--- config.mk ---
export PLATFORM = sky130hd
export DESIGN_NAME = vec_writeback_unit_flat
export DESIGN_NICKNAME = d
export VERILOG_FILES = /design/src/rtl/vec_writeback_unit_pkg.sv /design/src/rtl/vec_writeback_unit_if.sv /design/src/rtl/vec_writeback_unit_lane_gather_buffer.sv /design/src/rtl/vec_writeback_unit.sv /design/src/flat_wrapper.sv
export SDC_FILE = /design/constraint.sdc
export NUM_CORES = 1
export LEC_CHECK = 0
export ABC_AREA = 1
export BUFFER_PORTS_ARGS = -buffer_cell sky130_fd_sc_hd__clkbuf_2
export CAP_MARGIN = 20
export CORE_ASPECT_RATIO = 1.2
export CORE_MARGIN = 10
export CORE_UTILIZATION = 55
export CTS_BUF_LIST = sky130_fd_sc_hd__clkbuf_8
export CTS_CLUSTER_SIZE = 16
export DETAILED_ROUTE_END_ITERATION = 12
export GPL_TIMING_DRIVEN = 0
export PLACE_DENSITY = 0.82
export SLEW_MARGIN = 20
export SYNTH_ARGS = -nofsm -noshare
export SYNTH_HDL_FRONTEND = slang
export SYNTH_SLANG_ARGS = --single-unit
--- constraint.sdc ---
create_clock -name clk -period 22.7 [get_ports clk]
set_input_delay 2.27 -clock clk [delete_from_list [all_inputs] [get_ports clk]]
set_output_delay 2.27 -clock clk [all_outputs]
set_load 0.01 [all_outputs]
--- src/rtl/vec_writeback_unit_pkg.sv ---
// Purpose : shared constants, vector type and writeback FSM state type for the
//           vector writeback unit.
// Contents: N (lane width), LANES (lanes per register), ADDR_W (register
//           address width), CNT_W (lane counter width), vec_t, wb_state_t.
package vec_pkg;

    localparam int N      = 20;
    localparam int LANES  = 8;
    localparam int ADDR_W = 4;
    localparam int CNT_W  = $clog2(LANES);

    typedef logic [LANES-1:0][N-1:0] vec_t;

    typedef enum logic [1:0] {
        IDLE,
        GATHER,
        COMMIT
    } wb_state_t;

endpackage

--- src/rtl/vec_writeback_unit_if.sv ---
// Purpose : bundles the writeback unit's pipeline, memory and register-file
//           port signals.
// Modports: master - pipeline/memory side (drives alu_*, ld_*, mem_rvalid,
//                    mem_rdata; observes the rest)
//           slave  - writeback unit (drives mem_rready, stall, busy,
//                    RegWriteW, wa3w, wd3)
interface vec_writeback_unit_if;
    import vec_pkg::*;

    logic              alu_valid;
    logic [ADDR_W-1:0] alu_wa;
    vec_t              alu_data;
    logic              ld_start;
    logic [ADDR_W-1:0] ld_wa;
    logic              mem_rvalid;
    logic [N-1:0]      mem_rdata;
    logic              mem_rready;
    logic              stall;
    logic              busy;
    logic              RegWriteW;
    logic [ADDR_W-1:0] wa3w;
    vec_t              wd3;

    modport master (
        output alu_valid, alu_wa, alu_data, ld_start, ld_wa, mem_rvalid, mem_rdata,
        input  mem_rready, stall, busy, RegWriteW, wa3w, wd3
    );

    modport slave (
        input  alu_valid, alu_wa, alu_data, ld_start, ld_wa, mem_rvalid, mem_rdata,
        output mem_rready, stall, busy, RegWriteW, wa3w, wd3
    );

endinterface

--- src/rtl/vec_writeback_unit_lane_gather_buffer.sv ---
// Purpose : collects one memory word per accepted beat into consecutive lanes
//           of a vector register image.
// Ports   : clk, rst (async, active high)
//           clear   - restart at lane 0
//           wr_en   - write wr_data into the current lane and advance
//           wr_data - memory word
//           data    - gathered vector
//           last    - current lane is the final lane
module lane_gather_buffer
    import vec_pkg::*;
(
    input  logic         clk,
    input  logic         rst,
    input  logic         clear,
    input  logic         wr_en,
    input  logic [N-1:0] wr_data,
    output vec_t         data,
    output logic         last
);

    logic [CNT_W-1:0] cnt;

    assign last = (cnt == CNT_W'(LANES - 1));

    always_ff @(posedge clk or posedge rst) begin
        if (rst) begin
            cnt  <= '0;
            data <= '0;
        end else if (clear) begin
            cnt <= '0;
        end else if (wr_en) begin
            data[cnt] <= wr_data;
            cnt       <= last ? '0 : cnt + 1'b1;
        end
    end

endmodule

--- src/rtl/vec_writeback_unit.sv ---
// Purpose : vector writeback stage. Gathers vector loads lane by lane from
//           memory, commits them as one 8-lane register write, and arbitrates
//           the register-file write port against single-cycle ALU results.
// Ports   : clk - rising-edge clock
//           RST - asynchronous active-high reset
//           wb  - slave side of vec_writeback_unit_if (ALU result, load start,
//                 memory beat handshake, stall/busy, RegWriteW/wa3w/wd3)
module vec_writeback_unit
    import vec_pkg::*;
(
    input  logic                  clk,
    input  logic                  RST,
    vec_writeback_unit_if.slave   wb
);

    wb_state_t         state;
    wb_state_t         state_nxt;
    logic [ADDR_W-1:0] ld_addr;
    vec_t              gather_data;
    logic              last_lane;
    logic              gather_clear;
    logic              gather_wr;
    logic              alu_accept;

    lane_gather_buffer u_gather (
        .clk     (clk),
        .rst     (RST),
        .clear   (gather_clear),
        .wr_en   (gather_wr),
        .wr_data (wb.mem_rdata),
        .data    (gather_data),
        .last    (last_lane)
    );

    assign wb.busy       = (state != IDLE);
    assign wb.mem_rready = (state == GATHER);
    assign wb.stall      = (wb.alu_valid && state == COMMIT) ||
                           (wb.ld_start && state != IDLE);
    assign alu_accept    = wb.alu_valid && !wb.stall;

    always_comb begin
        state_nxt    = state;
        gather_clear = 1'b0;
        gather_wr    = 1'b0;
        case (state)
            IDLE: begin
                if (wb.ld_start) begin
                    state_nxt    = GATHER;
                    gather_clear = 1'b1;
                end
            end
            GATHER: begin
                if (wb.mem_rvalid) begin
                    gather_wr = 1'b1;
                    if (last_lane) state_nxt = COMMIT;
                end
            end
            COMMIT:  state_nxt = IDLE;
            default: state_nxt = IDLE;
        endcase
    end

    always_ff @(posedge clk or posedge RST) begin
        if (RST) begin
            state   <= IDLE;
            ld_addr <= '0;
        end else begin
            state <= state_nxt;
            if (state == IDLE && wb.ld_start) ld_addr <= wb.ld_wa;
        end
    end

    // Load commit wins the port; a colliding ALU result is held off by stall.
    always_ff @(posedge clk or posedge RST) begin
        if (RST) begin
            wb.RegWriteW <= 1'b0;
            wb.wa3w      <= '0;
            wb.wd3       <= '0;
        end else if (state == COMMIT) begin
            wb.RegWriteW <= 1'b1;
            wb.wa3w      <= ld_addr;
            wb.wd3       <= gather_data;
        end else if (alu_accept) begin
            wb.RegWriteW <= 1'b1;
            wb.wa3w      <= wb.alu_wa;
            wb.wd3       <= wb.alu_data;
        end else begin
            wb.RegWriteW <= 1'b0;
        end
    end

endmodule

--- src/flat_wrapper.sv ---
// flat-port wrapper written by rule: the top's interface ports become plain ports
module vec_writeback_unit_flat import vec_pkg::*;
  (clk, RST, wb_alu_valid, wb_alu_wa, wb_alu_data, wb_ld_start, wb_ld_wa, wb_mem_rvalid, wb_mem_rdata, wb_mem_rready, wb_stall, wb_busy, wb_RegWriteW, wb_wa3w, wb_wd3);
  vec_writeback_unit_if wb_i ();
  input  logic clk;
  input  logic RST;
  input wire logic [$bits(wb_i.alu_valid)-1:0] wb_alu_valid;
  input wire logic [$bits(wb_i.alu_wa)-1:0] wb_alu_wa;
  input wire logic [$bits(wb_i.alu_data)-1:0] wb_alu_data;
  input wire logic [$bits(wb_i.ld_start)-1:0] wb_ld_start;
  input wire logic [$bits(wb_i.ld_wa)-1:0] wb_ld_wa;
  input wire logic [$bits(wb_i.mem_rvalid)-1:0] wb_mem_rvalid;
  input wire logic [$bits(wb_i.mem_rdata)-1:0] wb_mem_rdata;
  output wire logic [$bits(wb_i.mem_rready)-1:0] wb_mem_rready;
  output wire logic [$bits(wb_i.stall)-1:0] wb_stall;
  output wire logic [$bits(wb_i.busy)-1:0] wb_busy;
  output wire logic [$bits(wb_i.RegWriteW)-1:0] wb_RegWriteW;
  output wire logic [$bits(wb_i.wa3w)-1:0] wb_wa3w;
  output wire logic [$bits(wb_i.wd3)-1:0] wb_wd3;
  assign wb_i.alu_valid = wb_alu_valid;
  assign wb_i.alu_wa = wb_alu_wa;
  assign wb_i.alu_data = wb_alu_data;
  assign wb_i.ld_start = wb_ld_start;
  assign wb_i.ld_wa = wb_ld_wa;
  assign wb_i.mem_rvalid = wb_mem_rvalid;
  assign wb_i.mem_rdata = wb_mem_rdata;
  assign wb_mem_rready = wb_i.mem_rready;
  assign wb_stall = wb_i.stall;
  assign wb_busy = wb_i.busy;
  assign wb_RegWriteW = wb_i.RegWriteW;
  assign wb_wa3w = wb_i.wa3w;
  assign wb_wd3 = wb_i.wd3;
  vec_writeback_unit u_core (.clk(clk), .RST(RST), .wb(wb_i));
endmodule
# Word level (Yosys, flattened, before mapping)
# Cells that the tools add are included.
[word_totals] wordCells=64 output_inout_bits=168 regBits=334 in_bits=193
[op_classes] bitwise_logic=1 n_lt_le_gt_ge=2 reduce_logical=13 mux=20 n_addsub=1 eq_ne=6
[op_table] op="two-way mux 160 bit" n=2
[op_table] op="bitwise mux 160 bit" n=1
[op_table] op="demux 20 bit (select 3 bit)" n=1
[op_table] op="two-way mux 20 bit" n=1
[op_table] op="two-way mux 3 bit" n=3
[op_table] op="two-way mux 4 bit" n=2
[op_table] op="two-way mux 1 bit" n=6
[op_table] op="two-way mux 2 bit" n=3
[op_table] op="nonzero test 2 bit" n=3
[op_table] op="logical AND 1 bit" n=5
[op_table] op="< comparator 3 x 4 -> 1 bit, second input constant" n=1
[op_table] op="inequality test 2 bit, second input constant" n=2
[op_table] op="one-hot mux 2 bit (2 select lines)" n=1
[op_table] op="adder 3 x 1 -> 3 bit, second input constant" n=1
[op_table] op="== test 3 bit, second input constant" n=1
[op_table] op=">= comparator 3 x 1 -> 1 bit, second input constant" n=1
[op_table] op="AND reduction 3 bit" n=1
[op_table] op="== test 2 x 1 -> 1 bit, second input constant" n=1
[op_table] op="== test 2 bit, second input constant" n=1
[op_table] op="logical NOT 2 bit" n=1
[op_table] op="inequality test 2 x 1 -> 1 bit, second input constant" n=1
[op_table] op="AND reduction 2 bit" n=1
[op_table] op="logical NOT 1 bit" n=1
[op_table] op="logical OR 1 bit" n=1
[op_table] op="inverter 1 bit" n=1

# Longest topological paths before layout
[depth] depth_word=7 depth_mapped=9 mapped_depth_nobuf=7

# Cells and area by module
# From an unflattened synthesis, not the netlist that was laid out.
[hier_totals] hier_cells=2044 hier_area_um2=15578.7
[modules_own_cells] mod="vec_writeback_unit" area_per_inst_um2=9058.7 instances=1 cells_each=1298 seq_area_each_um2=4279.1
[modules_own_cells] mod="lane_gather_buffer" area_per_inst_um2=6520.0 instances=1 cells_each=746 seq_area_each_um2=4078.9

# Least setup slack after synthesis
# No wires, ideal clock.
[synth_timing] path_kind="input port to output port" start="input port wb_alu_valid" end="output port wb_stall" slack_ps=17833 n_path_buf=0 arrival_time_ps=2597 stages=2 t_required_ps=20430 cell_sequence="inv_1 o21ai_0"
[synth_between] elab_chain_cells=2
[synth_lines] item="from (decl)" line_no="flat_wrapper.sv:7" rtl="input wire logic [$bits(wb_i.alu_valid)-1:0] wb_alu_valid;"
[synth_lines] item="logical AND 1 bit" line_no="vec_writeback_unit.sv:37" rtl="assign wb.stall = (wb.alu_valid && state == COMMIT) ||"
[synth_lines] item="logical OR 1 bit" line_no="vec_writeback_unit.sv:37"
[synth_lines] item="to (decl)" line_no="flat_wrapper.sv:15" rtl="output wire logic [$bits(wb_i.stall)-1:0] wb_stall;"
# No other way between the ends.

# Worst setup path after layout
[layout_timing] start="input port wb_ld_start" end="output port wb_stall"
[layout_between] elab_chain_cells=2
[layout_lines] item="from (decl)" line_no="flat_wrapper.sv:10" rtl="input wire logic [$bits(wb_i.ld_start)-1:0] wb_ld_start;"
[layout_lines] item="logical AND 1 bit" line_no="vec_writeback_unit.sv:38" rtl="(wb.ld_start && state != IDLE);"
[layout_lines] item="logical OR 1 bit" line_no="vec_writeback_unit.sv:37"
# No other way between the ends.

==> flow_summary.toml <==
[synthesis]
synthTopCellsByCount = "803 x nand2_1, 334 x dfrtp_1, 312 x nand3_1"
synth_top_cell_area_share_pct = 56.2
synthesis.nets = 2048
syn_inst = 1853
yosys_warnings = 0
yosysTopAreaCell = "dfrtp_1"
synthTopCellsByArea = "dfrtp_1 56%, nand2_1 20%, nand3_1 10%"
synthArstFlopShare_pct = 100
ys_ff_latch = 334
synth_seq_area_share_pct = 56.2
synth_flop_cell = "dfrtp_1"
synth_area_mm2 = 0.0149
avgSynthCellArea_um2 = 8.03
synth.most_common_cell = "nand2_1"
synth.distinct_cells = 18
synth_enable_flop_cells = 0

[timing]
hold_ws_ns = 0.492
setup_tns_ns = 0
finalSetupViolations = 0
period_minus_slack_ns = 5.03
skew_ns = 0.0355
finalHoldViolCount = 0
fmax_ghz = 0.199
max-slew-margin-rel_pct = 50.5
rsz0062_at_grt = "false"
worstMarginPinSlew_ns = 0.742
slew_viol_final = 0
min_period_over_period_pct = 22.2

[cts]
cts_tree = "done"
htree_levels = 2
clkSinkCount = 334
cts_setup_buffers = 0
postCtsHoldBufs = 0
cts_resized = 0
insertion_delay_ns = 0.57
clockBufferDepth = 3
cts_made_buffers = 51
root_buffer = "clkbuf_8"
path_clk_slew_ns = 0.06

[placed_design]
io_buffers = 360
dp_cells = 2551
place_congestion = 0.890
dp_hpwl_mm = 36.2

[global_routing]
grt_use_total_pct = 28.9
grt_pass1_vias = 14500
grt-busiest-layer = "met2"
use_met2_pct = 47.5
overflow = 0
grt_util_met3_pct = 6.27
grt_max_degree = 105
grt_first_pass_wirelength_mm = 78.3
use_met1_pct = 35.2
antenna_found_initial = 1

[power]
sw_frac_of_total_pct = 36.3
vdd_drop_max_v = 0.0000701
p_int_w = 0.00132
p_clk_share_pct = 24.6
power.share.sequential_pct = 46.2
power.density_mw_per_mm2 = 114
p_leak_nw = 10.3
finalPower_w = 0.00208
p_switching_w = 0.000753
pwr-share-comb_pct = 29.2

[job]
max-cap-violations = 0

[cells_and_area]
syn2layout_area_growth_pct = 22.6
stdcell_count = 2641
layout.nets = 2464
drive_gt1_share_pct = 22.4
fin_util_pct = 68.8
diodes = 0

[floorplan]
core-area_mm2 = 0.0265
io_pins = 361
die_h_um = 200
die_w_um = 170
fp-row-count = 65
die-area_mm2 = 0.0341
initial_core_util_pct = 56.1

[routing]
via_count = 14700
wl_per_cell_um = 19.2
ant_nets = 0
dr.pass1.iters = 6
drtIter0Drc = 1596
via_per_inst = 5.56
drt_wl_total_mm = 50.7
drc = 0

[worst_setup_path]
cp_max_fo = 3
critPathLaunchType = "input port"
endpoint_kind = "output port"
crit_chain = "clkbuf_2 -> o21ai_0 -> o21ai_0 -> clkbuf_2"
arrival_ns = 2.76
worstPathRequired_ns = 20.43
cpMaxStageDelayCell = "clkbuf_2"
max_stage_delay_ns = 0.19
crit_type = "in2out"

[worst_hold_path]
hold_path.class = "reg2reg"

[status]
status = "complete, no violations"
## placed cells by master (no fill, tap or decap), drive strengths merged
master	netlist	final
nand3b	1	1
nand2	804	804
dfrtp	334	334
nand3	312	312
clkbuf	58	489
clkinv	0	1
inv	55	73
ha	2	2
buf	80	83
nor2	13	13
a21oi	4	4
o21ai	190	190
## layer usage
| layer | routed length, um | part of all wire (%) |
|---|---|---|
| met5 | 9 | 0.018 |
| met4 | 2620 | 5.2 |
| met3 | 4700 | 9.3 |
| met2 | 24300 | 48 |
| met1 | 19100 | 38 |
## path summary, 6_finish.rpt
path,from,to,slack [ns],cells after the start
setup / recovery,wb_ld_start,wb_stall,17.67,4
hold / removal,u_core.u_gather.data[49]$_DFFE_PP0P_,u_core.u_gather.data[49]$_DFFE_PP0P_,0.49,2
setup reg to reg,u_core.state[0]$_DFFE_PP0P_,u_core.wb.wd3[159]$_DFFE_PP0P_,20.61,8
hold reg to reg,u_core.u_gather.data[49]$_DFFE_PP0P_,u_core.u_gather.data[49]$_DFFE_PP0P_,0.49,2
max in group asynchronous,RST,u_core.u_gather.data[70]$_DFFE_PP0P_,19.67,4
min in group asynchronous,RST,u_core.wb.wd3[21]$_DFFE_PP0P_,1.73,2
## power by group through the flow
stage / Clock, W / Combinational, W / Sequential, W
after floorplan: 0 / 0.000336 / 0.000972
after global placement: 0 / 0.000580 / 0.000954
after detailed placement: 0 / 0.000605 / 0.000961
after CTS: 0.000512 / 0.000608 / 0.000954
after global routing: 0.000537 / 0.000682 / 0.000980
final: 0.000510 / 0.000607 / 0.000958
## logic make-up after synthesis
logic type / share of synthesized area, %
fa+ha+maj: 0.168
buf+inv: 5.89
simple gates: 31.2
compound gates: 6.55
flops: 56.2
## layout make-up
class / instances / area (um2)
Clock buffer: 71 / 977
Multi-Input combinational cell: 1326 / 5650
Fill cell: 2181 / 8270
Inverter: 55 / 214
Buffer: 138 / 671
Sequential cell: 334 / 8360
Tap cell: 335 / 419
Timing Repair Buffer: 363 / 1880
Clock inverter: 19 / 72.6
## metrics by stage
stage          setup WS [ns]  cell area, um2
2_1_floorplan          11.18           14900
4_1_cts                17.67           18200
6_report               17.67           18200
3_3_place_gp            7.82           17100
3_5_place_dp           17.67           17200
5_1_grt                17.58           18200
## state kept, by name, summed over array words and instances, names as in the netlist
name,count
u_core.u_gather.cnt,3
u_core.u_gather.data,160
u_core.ld_addr,4
u_core.wb.wa3w,4
u_core.state,2
u_core.wb.RegWriteW,1
u_core.wb.wd3,160
## critical path, delay by kind of cell
kind / cells / cell delay [ns]
buffers and inverters: 2 / 0.29
AOI/OAI and AO/OA: 2 / 0.21
(Power assumes the default switching activity.)
